$ cat src/rtl/l2_mshr_file.sv
// Non-blocking L2 miss-status holding register file: merges secondary misses per line,
// issues one memory request per line and replays merged targets in arrival order after the fill.
module l2_mshr_file #(
   parameter int unsigned ADDR_WIDTH   = 32,
   parameter int unsigned DATA_WIDTH   = 32,
   parameter int unsigned LINE_BITS    = 5,
   parameter int unsigned INDEX_BITS   = 9,
   parameter int unsigned ASSOC_BITS   = 2,
   parameter int unsigned CREG_ID_BITS = 3,
   parameter int unsigned MSHR_ID_BITS = 3,
   parameter int unsigned TGT_BITS     = 1
) (
   input  logic                    clk,
   input  logic                    reset,
   input  logic                    miss_valid,
   output logic                    miss_ready,
   input  logic [ADDR_WIDTH-1:0]   miss_addr,
   input  logic                    miss_rw,
   input  logic [DATA_WIDTH-1:0]   miss_data,
   input  logic [CREG_ID_BITS-1:0] miss_id,
   input  logic [ASSOC_BITS-1:0]   miss_victim,
   input  logic                    miss_dirty,
   output logic                    mem_req_valid,
   input  logic                    mem_req_ready,
   output logic [ADDR_WIDTH-1:0]   mem_req_addr,
   output logic [MSHR_ID_BITS-1:0] mem_req_id,
   output logic [ASSOC_BITS-1:0]   mem_req_victim,
   output logic                    mem_req_dirty,
   input  logic                    fill_valid,
   input  logic [MSHR_ID_BITS-1:0] fill_id,
   output logic                    rp_valid,
   input  logic                    rp_ready,
   output logic [ADDR_WIDTH-1:0]   rp_addr,
   output logic [DATA_WIDTH-1:0]   rp_data,
   output logic                    rp_rw,
   output logic [CREG_ID_BITS-1:0] rp_cpu_id,
   output logic [ASSOC_BITS-1:0]   rp_victim,
   output logic                    rp_last,
   output logic                    empty,
   output logic                    full,
   output logic                    err
);

   localparam int unsigned NUM_ENT = 1 << MSHR_ID_BITS;
   localparam int unsigned NUM_TGT = 1 << TGT_BITS;
   localparam int unsigned TAG_W   = ADDR_WIDTH - LINE_BITS;
   localparam int unsigned CNT_W   = TGT_BITS + 1;

   typedef enum logic [1:0] {ST_FREE, ST_PEND, ST_ISSUED, ST_REPLAY} ent_state_e;

   typedef struct packed {
      logic [ADDR_WIDTH-1:0]   addr;
      logic [DATA_WIDTH-1:0]   data;
      logic                    rw;
      logic [CREG_ID_BITS-1:0] id;
   } tgt_t;

   ent_state_e             state_q [NUM_ENT];
   ent_state_e             state_d [NUM_ENT];
   logic [CNT_W-1:0]       cnt_q   [NUM_ENT];
   logic [CNT_W-1:0]       cnt_d   [NUM_ENT];
   logic [TGT_BITS-1:0]    rptr_q  [NUM_ENT];
   logic [TGT_BITS-1:0]    rptr_d  [NUM_ENT];
   logic [TAG_W-1:0]       line_q  [NUM_ENT];
   logic [ASSOC_BITS-1:0]  victim_q[NUM_ENT];
   logic                   dirty_q [NUM_ENT];
   tgt_t                   tgt_q   [NUM_ENT][NUM_TGT];
   logic                   err_q, err_d;

   logic [TAG_W-1:0]        miss_tag;
   logic [INDEX_BITS-1:0]   miss_set;
   logic                    match_hit, free_hit, pend_hit, rpl_hit, any_live, conflict;
   logic [MSHR_ID_BITS-1:0] match_idx, free_idx, pend_idx, rpl_idx;
   logic                    merge_ok, alloc_ok, do_alloc, do_merge;
   tgt_t                    miss_tgt, rp_tgt;

   assign miss_tag = miss_addr[ADDR_WIDTH-1:LINE_BITS];
   assign miss_set = miss_addr[LINE_BITS+INDEX_BITS-1:LINE_BITS];
   assign miss_tgt = '{addr: miss_addr, data: miss_data, rw: miss_rw, id: miss_id};

   // Associative search; scanning downward leaves the lowest matching index selected.
   always_comb begin
      match_hit = 1'b0;
      match_idx = '0;
      free_hit  = 1'b0;
      free_idx  = '0;
      pend_hit  = 1'b0;
      pend_idx  = '0;
      rpl_hit   = 1'b0;
      rpl_idx   = '0;
      any_live  = 1'b0;
      conflict  = 1'b0;
      for (int i = int'(NUM_ENT) - 1; i >= 0; i--) begin
         if (state_q[i] == ST_FREE) begin
            free_hit = 1'b1;
            free_idx = MSHR_ID_BITS'(i);
         end else begin
            any_live = 1'b1;
            if (line_q[i] == miss_tag) begin
               match_hit = 1'b1;
               match_idx = MSHR_ID_BITS'(i);
            end
            if (line_q[i][INDEX_BITS-1:0] == miss_set && victim_q[i] == miss_victim) begin
               conflict = 1'b1;
            end
         end
         if (state_q[i] == ST_PEND) begin
            pend_hit = 1'b1;
            pend_idx = MSHR_ID_BITS'(i);
         end
         if (state_q[i] == ST_REPLAY) begin
            rpl_hit = 1'b1;
            rpl_idx = MSHR_ID_BITS'(i);
         end
      end
   end

   assign merge_ok   = match_hit
                       && (state_q[match_idx] == ST_PEND || state_q[match_idx] == ST_ISSUED)
                       && (cnt_q[match_idx] < CNT_W'(NUM_TGT));
   assign alloc_ok   = !match_hit && free_hit && !conflict;
   assign miss_ready = merge_ok || alloc_ok;
   assign do_alloc   = miss_valid && alloc_ok;
   assign do_merge   = miss_valid && merge_ok;

   assign rp_tgt = tgt_q[rpl_idx][rptr_q[rpl_idx]];

   // Data outputs are forced to zero whenever the matching valid is low.
   always_comb begin
      mem_req_valid  = pend_hit;
      mem_req_addr   = pend_hit ? {line_q[pend_idx], {LINE_BITS{1'b0}}} : '0;
      mem_req_id     = pend_hit ? pend_idx : '0;
      mem_req_victim = pend_hit ? victim_q[pend_idx] : '0;
      mem_req_dirty  = pend_hit && dirty_q[pend_idx];
      rp_valid       = rpl_hit;
      rp_addr        = rpl_hit ? rp_tgt.addr : '0;
      rp_data        = rpl_hit ? rp_tgt.data : '0;
      rp_rw          = rpl_hit && rp_tgt.rw;
      rp_cpu_id      = rpl_hit ? rp_tgt.id : '0;
      rp_victim      = rpl_hit ? victim_q[rpl_idx] : '0;
      rp_last        = rpl_hit
                       && ({1'b0, rptr_q[rpl_idx]} == cnt_q[rpl_idx] - CNT_W'(1));
      empty          = !any_live;
      full           = !free_hit;
      err            = err_q;
   end

   // Each event only touches entries in a distinct source state, so they never collide.
   always_comb begin
      for (int i = 0; i < int'(NUM_ENT); i++) begin
         state_d[i] = state_q[i];
         cnt_d[i]   = cnt_q[i];
         rptr_d[i]  = rptr_q[i];
      end
      err_d = err_q;

      if (do_alloc) begin
         state_d[free_idx] = ST_PEND;
         cnt_d[free_idx]   = CNT_W'(1);
         rptr_d[free_idx]  = '0;
      end
      if (do_merge) begin
         cnt_d[match_idx] = cnt_q[match_idx] + CNT_W'(1);
      end
      if (mem_req_valid && mem_req_ready) begin
         state_d[pend_idx] = ST_ISSUED;
      end
      if (fill_valid) begin
         if (state_q[fill_id] == ST_ISSUED) begin
            state_d[fill_id] = ST_REPLAY;
         end else begin
            err_d = 1'b1;
         end
      end
      if (rp_valid && rp_ready) begin
         if (rp_last) begin
            state_d[rpl_idx] = ST_FREE;
            cnt_d[rpl_idx]   = '0;
            rptr_d[rpl_idx]  = '0;
         end else begin
            rptr_d[rpl_idx] = rptr_q[rpl_idx] + TGT_BITS'(1);
         end
      end
   end

   always_ff @(posedge clk) begin
      if (reset) begin
         for (int i = 0; i < int'(NUM_ENT); i++) begin
            state_q[i] <= ST_FREE;
            cnt_q[i]   <= '0;
            rptr_q[i]  <= '0;
         end
         err_q <= 1'b0;
      end else begin
         for (int i = 0; i < int'(NUM_ENT); i++) begin
            state_q[i] <= state_d[i];
            cnt_q[i]   <= cnt_d[i];
            rptr_q[i]  <= rptr_d[i];
         end
         err_q <= err_d;
      end
   end

   // Payload storage; only meaningful while the owning entry is live.
   always_ff @(posedge clk) begin
      if (!reset) begin
         if (do_alloc) begin
            line_q[free_idx]      <= miss_tag;
            victim_q[free_idx]    <= miss_victim;
            dirty_q[free_idx]     <= miss_dirty;
            tgt_q[free_idx][0]    <= miss_tgt;
         end
         if (do_merge) begin
            tgt_q[match_idx][cnt_q[match_idx][TGT_BITS-1:0]] <= miss_tgt;
         end
      end
   end

endmodule
$ cat config.mk
export PLATFORM = sky130hd
export DESIGN_NAME = l2_mshr_file
export DESIGN_NICKNAME = d
export VERILOG_FILES = /design/src/rtl/l2_mshr_file.sv
export SDC_FILE = /design/constraint.sdc
export NUM_CORES = 2
export LEC_CHECK = 0
export CORE_MARGIN = 8
export CORE_UTILIZATION = 55
export CTS_CLUSTER_SIZE = 30
export DETAILED_ROUTE_END_ITERATION = 12
export DONT_BUFFER_PORTS = 1
export PLACE_DENSITY = 0.74
export SKIP_CTS_REPAIR_TIMING = 1
export SYNTH_ARGS = -nofsm -noshare
export SYNTH_HDL_FRONTEND = slang
export SYNTH_SLANG_ARGS = --single-unit
$ cat constraint.sdc
create_clock -name clk -period 14.1 [get_ports clk]
set_input_delay 2.82 -clock clk [delete_from_list [all_inputs] [get_ports clk]]
set_output_delay 2.82 -clock clk [all_outputs]
set_load 0.01 [all_outputs]
After elaboration in Yosys (flattened, before gate mapping). Memory sizes are Yosys's and may differ from the RTL's. Index checks and enable logic that the tools add are counted.

Register bits after elaboration: 1. RAM bits: 1368. Input bits: 80. Output and inout bits: 115. Word-level logic and storage cells: 339. Memories kept: 7.

Memory list: tgt_q (words 8, bits a word 136, rd ports 1, clocked after Yosys merged registers in 0, write ports 1, RTL line 67) `tgt_t tgt_q [NUM_ENT][NUM_TGT];`; line_q (words 8, bits a word 27, rd ports 9, clocked after Yosys merged registers in 0, write ports 1, RTL line 64) `logic [TAG_W-1:0] line_q [NUM_ENT];`; cnt_q (words 8, bits a word 2, rd ports 10, clocked after Yosys merged registers in 0, write ports 8, RTL line 60) `logic [CNT_W-1:0] cnt_q [NUM_ENT];`; state_q (words 8, bits a word 2, rd ports 10, clocked after Yosys merged registers in 0, write ports 8, RTL line 58) `ent_state_e state_q [NUM_ENT];`; victim_q (words 8, bits a word 2, rd ports 10, clocked after Yosys merged registers in 0, write ports 1, RTL line 65) `logic [ASSOC_BITS-1:0] victim_q[NUM_ENT];`; dirty_q (words 8, bits a word 1, rd ports 1, clocked after Yosys merged registers in 0, write ports 1, RTL line 66) `logic dirty_q [NUM_ENT];`; 1 more memories.

Add/sub/neg operators: 3. Magnitude comparators: 14. Eq/ne operators: 44. Muxes and demuxes: 181. Bitwise gates (word level): 48. Reductions and logical operators: 41.

Operators with widths (number): $mux 136 (3); $mux 68 (4); $eq 27x27->1 (8); $mux 16 (10); $reduce_or 136->1 (1); $mux 3 (43); $mux 32 (3); $mux 1 (82); $eq 9x9->1 (8); $demux 68 s1 (1); $mux 2 (23); $and 8x8->8 (5); $and 16x16->16 (2); $not 8->8 (4); $demux 2 s3 (5); $logic_and 1x1->1 (25); $mux 8 (3); $or 1x1->1 (24); $or 8x8->8 (3); $eq 2x2->1 const B (10); $ge 4x4->1 const B (5); $lt 4x1->1 const B (5); $not 3->4 (5); $eq 2x1->1 const B (9); other kinds (19) (40).

Logic depth before layout (Yosys ltp).
Depth in word-level cells: 31. Depth in mapped cells: 14. Mapped depth without buffers: 12.

Worst setup path before layout. Ideal clock, no wire load.

Kind: input to register. Start: input port miss_addr[30]. End: memory tgt_q[4][0] in the netlist's numbering (enable). Library setup time: 0.662 ns. Data arrival time: 12.039 ns. Required time: 13.438 ns. Path slack: 1.399 ns. Stages: 13. Buffers on the path: 2. Cells stage by stage: buf_2 > xor2_1 > or4_1 > nor3_2 > and4_4 > nor2b_1 > o211a_1 > o21bai_2 > or4_1 > o21a_2 > or3_1 > buf_2 > nor4_1.

Longest elaborated chain between the ends: 28. Elaborated cells on any way between the ends: 61. Classes of those cells: 3 x order compare; 10 x eq/ne; 39 x mux; 1 x bitwise; 6 x reduce/logical; 2 x memory.

RTL lines: start: declaration (RTL line 17) `input logic [ADDR_WIDTH-1:0] miss_addr,`; $eq 27x27->1 (RTL line 99) `if (line_q[i] == miss_tag) begin`; $mux 3 (RTL line 99); $mux 3 (RTL line 94) `if (state_q[i] == ST_FREE) begin`; $mux 3 (RTL line 99); $mux 3 (RTL line 94); $mux 3 (RTL line 99); $mux 3 (RTL line 94); $mux 3 (RTL line 99); [12 not listed]; $logic_and 1x1->1 (RTL line 119) `&& (state_q[match_idx] == ST_PEND || state_q[match_idx] == ST_ISSUED)`; $logic_and 1x1->1 (RTL line 120) `&& (cnt_q[match_idx] < CNT_W'(NUM_TGT));`; $logic_and 1x1->1 (RTL line 124) `assign do_merge = miss_valid && merge_ok;`; $mux 1 (RTL line 213) `if (do_merge) begin`; $mux 1 (RTL line 206) `if (!reset) begin`; $mux 136 (implied by the code) (RTL line 214) `tgt_q[match_idx][cnt_q[match_idx][TGT_BITS-1:0]] <= miss_tgt;`; $reduce_or 136->1 (no source line); $mux 3 (no source line) / $mux 136 (equally long branches); end: declaration (RTL line 67).

Parallel ways exist; a longest one is shown, timed or not.

==> qor.yml <==
wire_per_inst_um: 30.1
fillers: 7240
die_w_um: 334
clock_latency_ns: 0.76
fin_crit_ns: 9.35
crit_top_cell: "buf_4"
max_stage_delay_ns: 0.78
die-area_um2: 112000
grt_max_degree: 128
ys_warn_count: 0
start_util_pct: 55.6
ys_ff_latch: 1369
fmax_ghz: 0.107
yosysSeqAreaShare_pct: 73.2
final_common_cell: "edfxtp_1"
finalNetCount: 4008
dr.pass1.iters: 9
h-tree-depth: 4
die_height_um: 334
placed_area_um2: 57000
worst_setup_hold_path_clk_slew_ns: 0.06
grt-ovfl-total: 0
vias_per_cell: 6.82
numCtsBuffers: 138
maxCapViolCount: 0
period_share_pct: 66.3
syn_to_final_growth_pct: 10.5
synth_edf_count: 1328
tns_ns: 0
drt_wl_total_um: 161000
synth_area_per_cell_um2: 14.0
grt_pass1_vias: 35000
fin_skew_ns: 0.0312
std_cell_rows: 116
final_area_um2: 61500
power_density_nw_per_um2: 142
core_area_um2: 100000
via_count: 36400
grt_pass1_wl_um: 233000
drtIter0Drc: 4875
io_buffer_count: 0
grt_setup_unrepaired: "no"
ir_drop_uv: 106
final_cell_mix: "1,328 x edfxtp_1, 495 x nand2_1, 336 x o22ai_1"
cts-root-buf: "clkbuf_16"
end_kind: "output pin"
syn_area_um2: 55600
slew_headroom_pct: 14.4
multi_input_area_um2: 14100
start_kind: "register"
layout-drive-gt1-share_pct: 8.51
critical_path_class: "register to output pin"
cts_sinks: 1369
cp.required_ns: 11.28
path_max_fanout: 58
gp_congestion: 0.996
cp_data_arrival_time_ns: 6.53
worst_pin_slew_ns: 1.27
setup_viol_count_final: 0
cpMaxStageDelayCell: "o221ai_4"
finalMaxSlewViolations: 0
drc: 0
hold_viol: 0
antenna_found_initial: 0
grt_usage_pct: 27.9
hpwl_um: 90300
crit_chain: "a32oi_1 > o21ai_0 > nand2_4 > buf_4 > mux2i_1 > o221ai_4 > buf_4 > nor4_1 > a31oi_1 > nor2_1"
hold_class: "register to register"
diodes: 0
ys.flop_type: "edfxtp_1"
status: "complete, no violations"
clk_path_buf_depth: 3
ant_nets: 0
synth_cell_types: 77
p_leak_nw: 19.3
io_pins: 195
regArea_um2: 40700
synthArstFlopShare_pct: 0
cts_tree: "yes"
syn_inst: 3970
## where the power goes
| group | leakage, nW | switching (mW) | internal (mW) |
|---|---|---|---|
| Combinational | 4.80 | 0.416 | 0.151 |
| Sequential | 12.3 | 0.0368 | 4.55 |
| Clock | 2.16 | 1.54 | 2.06 |
## Yosys cell counts (6+ instances only)
master	instances	area share, %
a211oi_1	7	0.094
a21o_1	16	0.22
a21oi_1	65	0.58
a22oi_1	15	0.20
a31oi_1	120	1.3
a32o_1	13	0.23
a32oi_1	43	0.68
and2_1	6	0.067
and3_1	11	0.12
and4_1	6	0.094
buf_1	17	0.11
buf_2	23	0.21
buf_4	10	0.13
clkbuf_1	204	1.4
dfxtp_1	41	1.5
edfxtp_1	1328	72
inv_1	18	0.12
mux2i_1	55	0.99
nand2_1	504	3.4
nand2b_1	9	0.10
nand3_1	185	1.7
nand4_1	63	0.71
nand4b_1	6	0.094
nor2_1	246	1.7
nor3_1	37	0.33
nor4_1	99	1.1
nor4_2	6	0.13
nor4b_1	8	0.13
o211ai_1	7	0.094
o21ai_0	51	0.46
o221ai_1	83	1.3
o22ai_1	336	3.8
or3_1	9	0.10
or4_1	14	0.19
xnor2_1	101	1.6
xor2_1	132	2.1
## path summary, 6_finish.rpt
path                                     from            end  slack [ns]  cells past startpoint
worst max-delay path            state_q[5][1]    rp_data[11]        4.75                     10
worst min-delay path              cnt_q[3][1]    cnt_q[3][1]        0.48                      2
worst min register to register    cnt_q[3][1]    cnt_q[3][1]        0.48                      2
worst max register to register  state_q[5][1]  tgt_q[5][100]        7.74                     12
## stage by stage
stage,util [%],setup WS (ns),hold slack (ns),total power [mW],std cells
6_report,61.4,4.75,0.484,8.75,5339
4_1_cts,61.4,4.87,0.486,8.77,5339
2_1_floorplan,-,1.40,0.441,5.04,3974
5_1_grt,61.4,4.56,0.503,8.97,5339
3_3_place_gp,56.9,4.98,0.472,5.22,5086
3_5_place_dp,56.9,4.96,0.479,5.23,5086
## layout make-up
class	count	area share [%]
clock buffers	170	5.88
clock inverters	83	1.36
inverters	19	0.116
multi-input cells	2328	22.9
flip-flops and latches	1369	66.2
well taps	1298	2.64
repair buffers	72	0.920
## critical path: cells and delay by family (launching register included)
family / cells / cell delay, ns
compound gates: 4 / 2.13
buf+inv: 2 / 1.43
simple gates: 3 / 1.05
flops: 1 / 0.77
mux: 1 / 0.28
## kinds of logic after synthesis
logic type	Yosys count	synth area share [%]
AOI/OAI and AO/OA	795	9.63
xor gates and xnor gates	233	3.67
buffers and inverters	277	2.04
DFF	1369	73.2
muxes	62	1.21
other	1	0.00674
and+or+nand+nor	1233	10.3
## registers in the layout, indices dropped and copies added (netlist names)
register  count
err           1
state_q      16
dirty_q       8
rptr_q        8
tgt_q      1088
cnt_q        16
line_q      216
victim_q     16
## layer usage
layer  up-vias  global-route usage (%)  share of wire (%)
met4         0                    11.3                3.9
met2      2417                    44.3                 47
met5         -                       0                  0
met1     18200                    37.5                 38
met3       369                    6.32                 11
li1      15400                       -                  -
(Power assumes the default switching activity.)
